$ cat src/rtl/mem_port_arbiter.sv
// -----------------------------------------------------------------------------
// mem_port_arbiter
// Shares one single-port, synchronous-read memory between two requesters
// (port 0: core mem interface, port 1: loader/debug master). Round-robin
// grant with an optional bounded lock for bursts; every read is tagged with
// its issuing port and the returning data is flagged back to that port.
//
// Ports
//   clk, rst                 clock, synchronous active-high reset
//   reqN/weN/lockN           request, write enable, keep-grant-for-burst
//   addrN/wdataN             request address / write data
//   gntN                     combinational: beat issued to memory this cycle
//   rvalidN/rdataN           read data return for port N (rdataN = mem_rd_data)
//   mem_addr/mem_wr_data     memory address / write data of the granted beat
//   mem_wr_ena               memory write strobe
//   mem_rd_data              memory read data, RD_LATENCY cycles after address
//   busy                     a read is in flight or a beat is issued this cycle
// -----------------------------------------------------------------------------
module mem_port_arbiter #(
   parameter int ADDR_W     = 32,
   parameter int DATA_W     = 32,
   parameter int RD_LATENCY = 1,   // legal 1..4
   parameter int MAX_LOCK   = 8    // legal 2..255
) (
   input  logic              clk,
   input  logic              rst,
   input  logic              req0,
   input  logic              req1,
   input  logic              we0,
   input  logic              we1,
   input  logic              lock0,
   input  logic              lock1,
   input  logic [ADDR_W-1:0] addr0,
   input  logic [ADDR_W-1:0] addr1,
   input  logic [DATA_W-1:0] wdata0,
   input  logic [DATA_W-1:0] wdata1,
   output logic              gnt0,
   output logic              gnt1,
   output logic              rvalid0,
   output logic              rvalid1,
   output logic [DATA_W-1:0] rdata0,
   output logic [DATA_W-1:0] rdata1,
   output logic [ADDR_W-1:0] mem_addr,
   output logic [DATA_W-1:0] mem_wr_data,
   output logic              mem_wr_ena,
   input  logic [DATA_W-1:0] mem_rd_data,
   output logic              busy
);

   localparam logic [7:0] MAX_LOCK_C = 8'(MAX_LOCK);

   logic                  last_grant;        // port granted most recently
   logic                  lock_owner;
   logic                  lock_owner_valid;
   logic [7:0]            lock_cnt;          // consecutive locked grants of lock_owner
   logic [RD_LATENCY-1:0] pipe_valid;        // read in flight, stage 0 = newest
   logic [RD_LATENCY-1:0] pipe_id;           // issuing port of each in-flight read

   logic sel;            // port that wins if it requests
   logic lock_hold;      // lock owner keeps the memory this cycle
   logic lock_spent;     // lock owner has used up its MAX_LOCK beats
   logic any_gnt;
   logic gnt_we;
   logic gnt_lock;

   // Grant selection.
   always_comb begin
      // NOTE: every variable gets a default first, so no path can infer a latch.
      sel        = 1'b0;
      lock_hold  = lock_owner_valid && (lock_owner ? req1 : req0) && (lock_cnt < MAX_LOCK_C);
      lock_spent = lock_owner_valid && (lock_cnt >= MAX_LOCK_C);
      if (lock_hold)
         sel = lock_owner;
      else if (req0 ^ req1)
         sel = req1;
      else if (lock_spent)
         sel = ~lock_owner;          // exhausted lock hands off to the other port
      else
         sel = ~last_grant;
   end

   assign gnt0    = ~rst & req0 & ~sel;
   assign gnt1    = ~rst & req1 &  sel;
   assign any_gnt = gnt0 | gnt1;
   assign gnt_we  = gnt1 ? we1   : we0;
   assign gnt_lock = gnt1 ? lock1 : lock0;

   // Memory-side mux: idle bus is all zeros.
   assign mem_addr    = gnt0 ? addr0  : (gnt1 ? addr1  : '0);
   assign mem_wr_data = gnt0 ? wdata0 : (gnt1 ? wdata1 : '0);
   assign mem_wr_ena  = (gnt0 & we0) | (gnt1 & we1);

   // Read return routing; data is passed straight through, rvalid qualifies it.
   assign rvalid0 = ~rst & pipe_valid[RD_LATENCY-1] & ~pipe_id[RD_LATENCY-1];
   assign rvalid1 = ~rst & pipe_valid[RD_LATENCY-1] &  pipe_id[RD_LATENCY-1];
   assign rdata0  = mem_rd_data;
   assign rdata1  = mem_rd_data;

   assign busy = (|pipe_valid) | any_gnt;

   // NOTE: sequential state uses non-blocking assignments only.
   always_ff @(posedge clk) begin
      if (rst) begin
         last_grant       <= 1'b1;   // port 0 wins the first tie
         lock_owner       <= 1'b0;
         lock_owner_valid <= 1'b0;
         lock_cnt         <= '0;
         // NOTE: only the valid bits matter for correctness; ids are cleared
         // too so the pipe never carries X into the routing logic.
         pipe_valid       <= '0;
         pipe_id          <= '0;
      end else begin
         if (any_gnt) begin
            last_grant <= gnt1;
            if (gnt_lock) begin
               lock_owner       <= gnt1;
               lock_owner_valid <= 1'b1;
               if (lock_owner_valid && (lock_owner == gnt1))
                  lock_cnt <= (lock_cnt >= MAX_LOCK_C) ? MAX_LOCK_C : 8'(lock_cnt + 8'd1);
               else
                  lock_cnt <= 8'd1;
            end else begin
               lock_owner_valid <= 1'b0;
               lock_cnt         <= '0;
            end
         end else begin
            // No grant means nobody requested, so the owner dropped its request.
            lock_owner_valid <= 1'b0;
            lock_cnt         <= '0;
         end

         pipe_valid[0] <= any_gnt & ~gnt_we;
         pipe_id[0]    <= gnt1;
         for (int i = 1; i < RD_LATENCY; i++) begin
            pipe_valid[i] <= pipe_valid[i-1];
            pipe_id[i]    <= pipe_id[i-1];
         end
      end
   end

endmodule
$ cat config.mk
export PLATFORM = sky130hd
export DESIGN_NAME = mem_port_arbiter
export DESIGN_NICKNAME = d
export VERILOG_FILES = /design/src/rtl/mem_port_arbiter.sv
export SDC_FILE = /design/constraint.sdc
export NUM_CORES = 1
export LEC_CHECK = 0
export CAP_MARGIN = 5
export CELL_PAD_IN_SITES_DETAIL_PLACEMENT = 0
export CELL_PAD_IN_SITES_GLOBAL_PLACEMENT = 1
export CORE_AREA = 4 4 114 116
export CTS_CLUSTER_DIAMETER = 40
export CTS_CLUSTER_SIZE = 25
export DETAILED_ROUTE_END_ITERATION = 10
export DIE_AREA = 0 0 118 120
export DONT_BUFFER_PORTS = 1
export PLACE_DENSITY_LB_ADDON = 0.3
export RECOVER_POWER = 50
export REMOVE_ABC_BUFFERS = 1
export SYNTH_ARGS = -nofsm -noshare
export SYNTH_HDL_FRONTEND = slang
export SYNTH_SLANG_ARGS = --single-unit
export TNS_END_PERCENT = 10
$ cat constraint.sdc
create_clock -name clk -period 1.9 [get_ports clk]
set_input_delay 0.19 -clock clk [delete_from_list [all_inputs] [get_ports clk]]
set_output_delay 0.19 -clock clk [all_outputs]
set_load 0.01 [all_outputs]
==> results.toml, run 1 <==
[timing]
drv_slew = 0
timing.fmax_mhz = 455
fin_worst_skew_ns = 0.00258
fin_crit_sh_pct = 116
fin_hold_ws_ns = 0.0178
finalHoldViolCount = 0
relSlewSlack_pct = 59.1
finalCriticalPeriod_ns = 2.20
rsz0062_at_grt = "yes"
fin_ws_ns = -0.297
setup_violations = 68
max_slew.worst_pin.slew_ns = 0.598

[route]
via_count = 1604
drc = 0
wire_per_inst_um = 33.2
dr.pass1.iters = 4
viasPerCell = 5.19
drt_iter0_drc = 59
wl_um = 10300
final_antenna_net_count = 0

[outcome]
violations = "negative setup slack"
status = "complete, but fails checks"

[power]
leakage_nw = 0.941
seq_power_share_pct = 25.2
ir_drop_mv = 0.342
clkPwrFrac_pct = 33.6
pwr-share-comb_pct = 41.2
p_int_mw = 0.833
p_switching_mw = 0.377
p_sw_share_pct = 31.1
power.density_nw_per_um2 = 537
p_total_mw = 1.21

[clock_network]
insertion_delay_ns = 0.24
cts_tree = "yes"
cts_buffers = 3
path_clk_slew_ns = 0.05
clk_path_buf_depth = 2
clock-root-buffer = "clkbuf_16"
htreeDepth = 1
cts_sinks = 13

[yosys]
ys_seq_area_share_pct = 14.0
ys_ff_latch = 13
yosys_warnings = 0
synth_edf_count = 0
synth_cells = 216
synthFlopType = "dfxtp_1"
synth_area_um2 = 1860
netlist-cell-type-count = 38
syn_avg_cell_area_um2 = 8.60
async_reset_ff_share_pct = 0

[placed_design]
gp_congestion = 0.730
numPortBuffers = 0
hpwl_um = 7560

[finish]
ff_latch_area_um2 = 264
final_nets = 333
multiInputGateArea_um2 = 1420
diodes = 0
area_growth_pct = 21.4
nFillCells = 1287
drive_above_1_share_pct = 53.1

[floorplan]
die_area_um2 = 14200
dieWidth_um = 118
core_area_um2 = 11900
initial_core_util_pct = 15.6
die_y_um = 120
rows = 40
ios = 302

[hold_path]
holdPathStages = 1
min_from = "rst"
hold_class = "primary input to flop"

[critical_path]
timing.rr.start = "lock_cnt[5]"
startpoint = "lock_cnt[5]"
worstPathArrival_ns = 2.01
startpoint_type = "flop"
crit_chain = "nor4_4 > mux2_2 > and4b_4 > buf_12 > a22o_4"
slowest_delay_ns = 0.39
crit_fanout = 31
worstSetupEndpointType = "primary output"
path_class = "flop to primary output"
critPathSlowestCell = "mux2_2"
required_ns = 1.71
r2r_cells = 5

[global_route]
grt_usage_pct = 11.9
grt_max_degree = 62
grt_pass1_vias = 1588
grt_overflow = 0
antenna_found_initial = 0
grt_pass1_wl_um = 12300

[flow_run]
cap_violations = 0
routing by layer:
| layer | vias up | wire [um] | GRT usage [%] | part of all wire [%] |
|---|---|---|---|---|
| li1 | 644 | - | - | - |
| met1 | 771 | 4050 | 15.1 | 39 |
| met2 | 179 | 4570 | 16.2 | 44 |
| met3 | 10 | 1530 | 9.00 | 15 |
| met4 | 0 | 128 | 1.98 | 1.2 |
| met5 | - | 0 | 0 | 0 |
cells by family (layout without fill, tap and decap cells):
logic type,Yosys count,after routing,synth area share (%)
buf+inv,87,30,34.6
flops,13,13,14.0
simple gates,31,31,12.1
fa+ha+maj,2,2,1.35
xor+xnor,1,1,0.472
compound gates,79,79,36.1
other cells,1,4,0.202
mux,2,2,1.15
Yosys cell counts, types with 2 or more instances:
cell | count | area, um^2
a22o_1 | 66 | 578
buf_4 | 65 | 488
dfxtp_1 | 13 | 260
buf_2 | 8 | 40.0
buf_6 | 8 | 90.1
and3_1 | 4 | 25.0
a21oi_1 | 3 | 15.0
and4b_1 | 3 | 30.0
inv_1 | 3 | 11.3
nand4b_1 | 3 | 26.3
nor2_1 | 3 | 11.3
nor3b_1 | 3 | 22.5
a211o_1 | 2 | 17.5
a221oi_1 | 2 | 17.5
a31oi_1 | 2 | 12.5
clkbuf_1 | 2 | 7.51
ha_1 | 2 | 25.0
nand2_1 | 2 | 7.51
nand3b_1 | 2 | 15.0
nand4_1 | 2 | 12.5
worst paths after layout:
path / to / slack, ns
max: mem_addr[26] / -0.30
min: lock_owner / 0.02
max reg2reg: lock_owner / 0.16
min reg2reg: last_grant / 0.49
layout by cell type, fill, tap and decap left out, types with 2 or more instances in the layout:
| master | count |
|---|---|
| a211o_1 | 2 |
| a21oi_1 | 3 |
| a221oi_1 | 2 |
| a22o_1 | 13 |
| a22o_2 | 3 |
| a22o_4 | 50 |
| a31oi_1 | 2 |
| and3_1 | 4 |
| and4b_4 | 2 |
| buf_12 | 3 |
| buf_16 | 2 |
| buf_4 | 13 |
| buf_6 | 2 |
| clkbuf_16 | 5 |
| conb_1 | 4 |
| dfxtp_1 | 10 |
| dfxtp_2 | 3 |
| ha_1 | 2 |
| inv_1 | 3 |
| nand2_1 | 2 |
| nand3b_1 | 2 |
| nand4_1 | 2 |
| nand4b_1 | 3 |
| nor2_1 | 3 |
| nor3b_1 | 3 |
power by group through the flow:
stage | registers [mW] | logic, mW | clock network, mW
finish | 0.305 | 0.499 | 0.406
global placement | 0.309 | 0.324 | 0
CTS | 0.304 | 0.399 | 0.417
floorplan | 0.304 | 0.247 | 0
global route | 0.307 | 0.525 | 0.432
detailed placement | 0.309 | 0.325 | 0
critical path, delay by kind of cell, from the launching register on:
kind	cells	cell delay (ns)
compound gates	1	0.27
buf+inv	1	0.18
flops	1	0.32
mux	1	0.39
simple gates	2	0.57
registers in the layout (all words and copies together), names as in the netlist:
name,count
lock_owner,1
lock_owner_valid,1
last_grant,1
pipe_valid,1
lock_cnt,8
pipe_id,1
layout make-up:
type                            instances  share of cell area [%]
Multi-Input combinational cell        119                    63.0
Timing Repair Buffer                   23                    13.1
Sequential cell                        13                    11.7
Tap cell                              147                    8.16
Clock buffer                            4                    3.50
Inverter                                3                   0.499
per-stage QoR:
step | cells | worst slack (ns) | utilization, % | cell area [um^2] | setup TNS (ns)
final | 309 | -0.297 | 18.9 | 2250 | -18.15
after global routing | 309 | -0.390 | 18.9 | 2250 | -24.05
after CTS | 306 | -0.334 | 15.6 | 1860 | -21.85
after detailed placement | 294 | -0.0893 | 12.9 | 1540 | -3.10
after global placement | 294 | -0.0461 | 12.9 | 1540 | -1.13
after floorplan | 135 | -0.928 | - | 1240 | -62.21
timing repair:
action,4_1_cts,5_1_grt
hold buffers,1,0
resized for setup,19,44
endpoints found under the setup margin,68,68
setup buffers,4,1
endpoints found under the hold margin,1,0
gates cloned,3,3
pin swaps,6,13
No activity file was read; power rests on OpenSTA's default activity.
==> inputs of run 2 (changes only) <==
Settings changed: CAP_MARGIN 5 to not set.
==> results of run 2 <==
Same layout as run 1: the final DEF is identical, and so are final timing and power.
